**src/rtl/irq_ctrl.sv**
```systemverilog
// Vectored interrupt controller: per-channel edge/level pending latch, mask and priority encoder.
// Optional feature: define IRQ_MASK_EN to make ENA a writable register (otherwise constant all-enabled).
module irq_ctrl #(
    parameter int WIDTH = 18,
    parameter int VBITS = 4
) (
    input  logic                  clk,
    input  logic                  arstn,
    input  logic [2**VBITS-1:0]   src,
    input  logic                  io_rd,
    input  logic                  io_wr,
    input  logic [1:0]            addr,
    input  logic [WIDTH-1:0]      din,
    output logic [WIDTH-1:0]      dout,
    output logic                  irq,
    output logic [VBITS-1:0]      ivec,
    input  logic                  iack
);

    localparam int N = 2**VBITS;
    localparam logic [N-1:0] ALL_CH = {{(N-1){1'b1}}, 1'b0};

    logic [N-1:0]     pend;
    logic [N-1:0]     pend_nxt;
    logic [N-1:0]     src_d;
    logic [N-1:0]     mode;
    logic [N-1:0]     ena;
    logic [N-1:0]     active;
    logic [N-1:0]     set_v;
    logic [N-1:0]     clr_v;
    logic [N-1:0]     ack_v;
    logic [N-1:0]     din_ch;
    logic [VBITS-1:0] ivec_c;
    logic [WIDTH-1:0] rd_val;
    logic             wr_pend;
    logic             wr_mode;
    logic             wr_sw;

    assign din_ch  = din[N-1:0] & ALL_CH;
    assign wr_pend = io_wr && (addr == 2'd0);
    assign wr_mode = io_wr && (addr == 2'd2);
    assign wr_sw   = io_wr && (addr == 2'd3);

    generate
        if (WIDTH > N) begin : g_pad
            logic unused_din;
            assign unused_din = ^din[WIDTH-1:N];
        end
    endgenerate

`ifdef IRQ_MASK_EN
    logic wr_ena;
    assign wr_ena = io_wr && (addr == 2'd1);

    always_ff @(posedge clk or negedge arstn) begin
        if (!arstn) begin
            ena <= ALL_CH;
        end else if (wr_ena) begin
            ena <= din_ch;
        end
    end
`else
    assign ena = ALL_CH;
`endif

    // Highest enabled pending channel wins; channel 0 never participates.
    assign active = pend & ena & ALL_CH;

    always_comb begin
        ivec_c = '0;
        for (int i = 1; i < N; i++) begin
            if (active[i]) begin
                ivec_c = VBITS'(i);
            end
        end
    end

    assign ivec = ivec_c;
    assign irq  = (ivec_c != '0);

    // Edge channels: set beats clear on the same bit. Level channels simply mirror src.
    always_comb begin
        ack_v    = iack ? (N'(1) << ivec_c) : '0;
        set_v    = (src & ~src_d) | (wr_sw ? din_ch : '0);
        clr_v    = ack_v | (wr_pend ? din_ch : '0);
        pend_nxt = ((mode & (set_v | (pend & ~clr_v))) | (~mode & src)) & ALL_CH;
    end

    always_comb begin
        rd_val = '0;
        case (addr)
            2'd0:    rd_val[N-1:0]     = pend;
            2'd1:    rd_val[N-1:0]     = ena;
            2'd2:    rd_val[N-1:0]     = mode;
            default: rd_val[VBITS-1:0] = ivec_c;
        endcase
    end

    always_ff @(posedge clk or negedge arstn) begin
        if (!arstn) begin
            pend  <= '0;
            src_d <= '0;
            mode  <= ALL_CH;
            dout  <= '0;
        end else begin
            pend  <= pend_nxt;
            src_d <= src;
            if (wr_mode) begin
                mode <= din_ch;
            end
            // rd_val reflects pre-write state, so a combined read/write returns the old value.
            if (io_rd) begin
                dout <= rd_val;
            end
        end
    end

endmodule

```
**config.mk**
```make
export PLATFORM = sky130hd
export DESIGN_NAME = irq_ctrl
export DESIGN_NICKNAME = d
export VERILOG_FILES = /design/src/rtl/irq_ctrl.sv
export SDC_FILE = /design/constraint.sdc
export NUM_CORES = 1
export LEC_CHECK = 0
export ABC_AREA = 1
export CAP_MARGIN = 20
export CELL_PAD_IN_SITES_DETAIL_PLACEMENT = 0
export CELL_PAD_IN_SITES_GLOBAL_PLACEMENT = 1
export CORE_ASPECT_RATIO = 0.7
export CORE_UTILIZATION = 41
export DETAILED_ROUTE_END_ITERATION = 12
export PLACE_DENSITY = 0.85
export SYNTH_ARGS = -nofsm -noshare
export SYNTH_HDL_FRONTEND = slang
export SYNTH_SLANG_ARGS = --single-unit
```
**constraint.sdc**
```tcl
create_clock -name clk -period 3.5 [get_ports clk]
set_input_delay 0.35 -clock clk [delete_from_list [all_inputs] [get_ports clk]]
set_output_delay 0.35 -clock clk [all_outputs]
set_load 0.01 [all_outputs]
```
==> flow_results.xml <==
<?xml version="1.0" encoding="UTF-8"?>
<metrics>
  <group name="yosys">
    <metric name="yosys-top-cells-count" unit="">inv_1 (52), nand2_1 (51), o21ai_0 (49)</metric>
    <metric name="synth-main-ff-cell" unit="">dfrtp_1</metric>
    <metric name="synth_cell_types" unit="">33</metric>
    <metric name="synthTopCellsByArea" unit="">dfrtp_1 (38%), dfstp_2 (13%), o21ai_0 (8.1%)</metric>
    <metric name="ys_async_sr_fraction" unit="%">100.0</metric>
    <metric name="synth_seq_cells" unit="">61</metric>
    <metric name="synth-edff-count" unit="">0</metric>
    <metric name="netlist.area_leader.share" unit="%">38.11</metric>
    <metric name="synth.largest_area_cell" unit="">dfrtp_1</metric>
    <metric name="per_instance_average_area_after_synthesis" unit="µm²">8.755</metric>
    <metric name="synth_sequential_area_ratio" unit="%">51.16</metric>
    <metric name="synthesis.yosys.warnings" unit="">0</metric>
    <metric name="post_synthesis_cells" unit="">345</metric>
    <metric name="syn-cell-area" unit="mm²">0.003020</metric>
    <metric name="yosysMostFrequentCell" unit="">inv_1</metric>
  </group>
  <group name="floorplanning">
    <metric name="die_h" unit="µm">73.81</metric>
    <metric name="dieArea" unit="mm²">0.007719</metric>
    <metric name="i_o_pin_count" unit="">64</metric>
    <metric name="rows" unit="">25</metric>
    <metric name="start_util" unit="%">43.50</metric>
    <metric name="design.core.area" unit="mm²">0.006944</metric>
    <metric name="die_w" unit="µm">104.6</metric>
  </group>
  <group name="critical_path">
    <metric name="class_of_the_most_critical_setup_path" unit="">flop to output port</metric>
    <metric name="reg2reg_depth" unit="">10</metric>
    <metric name="setup.worst_path.start" unit="">pend[2]</metric>
    <metric name="timing.critical_path.buf_inv" unit="">2</metric>
    <metric name="most_numerous_cell_on_the_critical_path" unit="">nand2_1</metric>
    <metric name="timing.critical_path.slowest_stage_cell" unit="">clkdlybuf4s50_1</metric>
    <metric name="critical_path.endpoint_type" unit="">output port</metric>
    <metric name="kind_of_cell_adding_the_most_delay_to_the_critical_path" unit="">simple AND/OR/NAND/NOR gates</metric>
    <metric name="critical_path.max_fanout" unit="">6</metric>
    <metric name="worstSetupStartpointType" unit="">flop</metric>
    <metric name="regToRegSetupSlack" unit="ps">1690</metric>
    <metric name="slowest_delay" unit="ps">550</metric>
    <metric name="chain_of_cells_forming_the_critical_path" unit="">inv_1 &gt; nand2_1 &gt; nand2_1 &gt; nand2_1 &gt; nand2_1 &gt; nand2_1 &gt; nand2_1 &gt; nand2_1 &gt; nand2_1 &gt; nand2_1 &gt; nand2_1 &gt; nand2_2 &gt; nand2_4 &gt; nand2_8 &gt; nand4_1 &gt; clkdlybuf4s50_1</metric>
    <metric name="rr_startpoint" unit="">pend[15]</metric>
    <metric name="cp.arrival" unit="ps">2210</metric>
    <metric name="worst-endpoint-required" unit="ps">3150</metric>
    <metric name="worstSetupPathDepth" unit="">16</metric>
  </group>
  <group name="clock_network">
    <metric name="tritoncts_clock_tree" unit="">yes</metric>
    <metric name="clk_root_buffer_cell" unit="">clkbuf_8</metric>
    <metric name="numClockSinks" unit="">61</metric>
    <metric name="tritoncts.num_buffers" unit="">9</metric>
    <metric name="cts_max_level" unit="">3</metric>
    <metric name="max-clock-path-buffers" unit="">2</metric>
    <metric name="reg_clk_slew_reported_paths" unit="ps">70</metric>
    <metric name="clock_latency_reported_for_the_late_side_of_the_worst_skew_pair" unit="ps">340</metric>
    <metric name="post_cts_sizing" unit="">0</metric>
  </group>
  <group name="global_route">
    <metric name="global_route.overflow_total" unit="">0</metric>
    <metric name="grt_max_degree" unit="">50</metric>
    <metric name="grt_use_total" unit="%">21.61</metric>
    <metric name="grt_pass1_vias" unit="">2463</metric>
    <metric name="antenna_found_initial" unit="">0</metric>
    <metric name="grt_first_pass_wirelength" unit="µm">12590</metric>
  </group>
  <group name="worst_hold_path">
    <metric name="holdCritPathClass" unit="">input pin to async pin</metric>
  </group>
  <group name="placement">
    <metric name="dp_hpwl" unit="µm">5585</metric>
    <metric name="dpl_cell_area" unit="mm²">0.003685</metric>
    <metric name="gp_routability_congestion" unit="">0.8088</metric>
    <metric name="place.detailed.instances" unit="">488</metric>
    <metric name="placement.setup.worst_slack" unit="ps">1299</metric>
    <metric name="portbufs" unit="">57</metric>
  </group>
  <group name="layout">
    <metric name="fraction_of_final_layout_cells_with_drive_strength_greater_than_1" unit="%">14.32</metric>
    <metric name="num_antenna_cells" unit="">0</metric>
    <metric name="finalNonFillerCells" unit="">506</metric>
    <metric name="nets" unit="">448</metric>
    <metric name="final_core_utilization" unit="%">56.59</metric>
    <metric name="area_growth_syn_to_layout" unit="%">30.12</metric>
    <metric name="final_design_area_no_fill" unit="mm²">0.003930</metric>
  </group>
  <group name="timing">
    <metric name="hold_viol_final" unit="">0</metric>
    <metric name="final.setup_skew" unit="ps">5.927</metric>
    <metric name="final_hold_slack" unit="ps">478.4</metric>
    <metric name="post-route-period-util" unit="%">73.26</metric>
    <metric name="setup_repair_after_global_routing_missed_its_margin" unit="">false</metric>
    <metric name="timing.final.max_slew_violations" unit="">0</metric>
    <metric name="maxSlewHeadroom" unit="%">50.61</metric>
    <metric name="fin_setup_tns" unit="ps">0</metric>
    <metric name="final_period_minus_worst_setup_slack" unit="ps">2564</metric>
    <metric name="fin_ws" unit="ps">936.0</metric>
    <metric name="fmax" unit="MHz">390.0</metric>
    <metric name="finalSetupViolCount" unit="">0</metric>
    <metric name="transition_time_of_the_tightest_slew_check_pin" unit="ps">740.1</metric>
  </group>
  <group name="run_status">
    <metric name="run_status" unit="">complete, no violations</metric>
  </group>
  <group name="routing">
    <metric name="post_drt_via_cell_ratio" unit="">5.221</metric>
    <metric name="drt-wirelength-per-cell" unit="µm">15.28</metric>
    <metric name="vias" unit="">2642</metric>
    <metric name="drc_viols" unit="">0</metric>
    <metric name="drt_wl_total" unit="µm">7731</metric>
    <metric name="drt-initial-drc-count" unit="">139</metric>
    <metric name="route.antenna.remaining_nets" unit="">0</metric>
    <metric name="drt_first_pass_iters" unit="">7</metric>
  </group>
  <group name="power">
    <metric name="report.power.total" unit="mW">2.016</metric>
    <metric name="worst_vdd_rail_ir_drop" unit="mV">0.2803</metric>
    <metric name="p_per_area" unit="mW/mm²">512.9</metric>
    <metric name="p_leak" unit="nW">1.729</metric>
  </group>
  <group name="job">
    <metric name="maxCapViolCount" unit="">0</metric>
  </group>
</metrics>
flip-flops by register name, summed over array words and instances (netlist names):
name   cells
src_d     15
mode      15
pend      15
dout      16
logic make-up after synthesis:
kind of cell | synth area share, %
other | 0.1242
AND/OR/NAND/NOR | 15.33
flip-flops | 51.16
AO/OA/AOI/OAI | 23.57
buffers and inverters | 9.445
multiplexers | 0.3728
layer usage:
metal  vias to the layer above  global-route usage [%]  wire length, µm
met4                         0                   4.695               40
met5                         -                       0                0
met1                      1249                   31.18             3830
met2                        81                   32.97             3325
met3                         5                   5.324              534
li1                       1307                       -                -
placed cells by master (no fill, tap or decap), drive strengths merged:
cell           count
a21oi             15
a221oi            15
a31oi             16
a32oi              1
buf                8
bufinv             2
clkbuf            10
clkdlybuf4s50     56
clkinv             2
clkinvlp           3
conb               2
dfrtp             46
dfstp             15
dlygate4sd3        1
inv               57
mux2               1
nand2             56
nand3              6
nand4             11
nor2              24
nor3               1
o211ai             5
o21ai             50
o21bai             6
o221ai             3
area by class of cell:
class,instances,area (µm²)
Fill cell,657,3014
Tap cell,94,117.6
Timing Repair Buffer,65,640.6
Inverter,58,217.7
Multi-Input combinational cell,212,1194
Clock inverter,6,87.58
Sequential cell,61,1545
Clock buffer,10,127.6
path summary, 6_finish.rpt:
kind                            endpoint
worst max-delay path                 irq
worst min-delay path            dout[15]
worst max register to register   pend[2]
worst min register to register  dout[14]
max in group asynchronous       mode[13]
min in group clk                dout[14]
worst reg2reg max path, cell delays in order (launching register included):
cell and delay, ps:
dfrtp_1 410, inv_2 130, nand2_2 100, nor3_2 140
inv_2 80, nor2_2 190, inv_1 130, nor2_4 160
inv_1 100, o21bai_1 180, a21oi_1 80
power by group:
part           switching, mW  internal [mW]
logic                  0.233          0.200
registers             0.0801          0.818
clock network          0.285          0.399
total                  0.598           1.42
repair_timing:
item                                   in CTS  in global routing
endpoints found under the hold margin       0                 16
hold buffers                                0                  1
setup buffers                               0                  0
No activity file was read; power rests on OpenSTA's default activity.
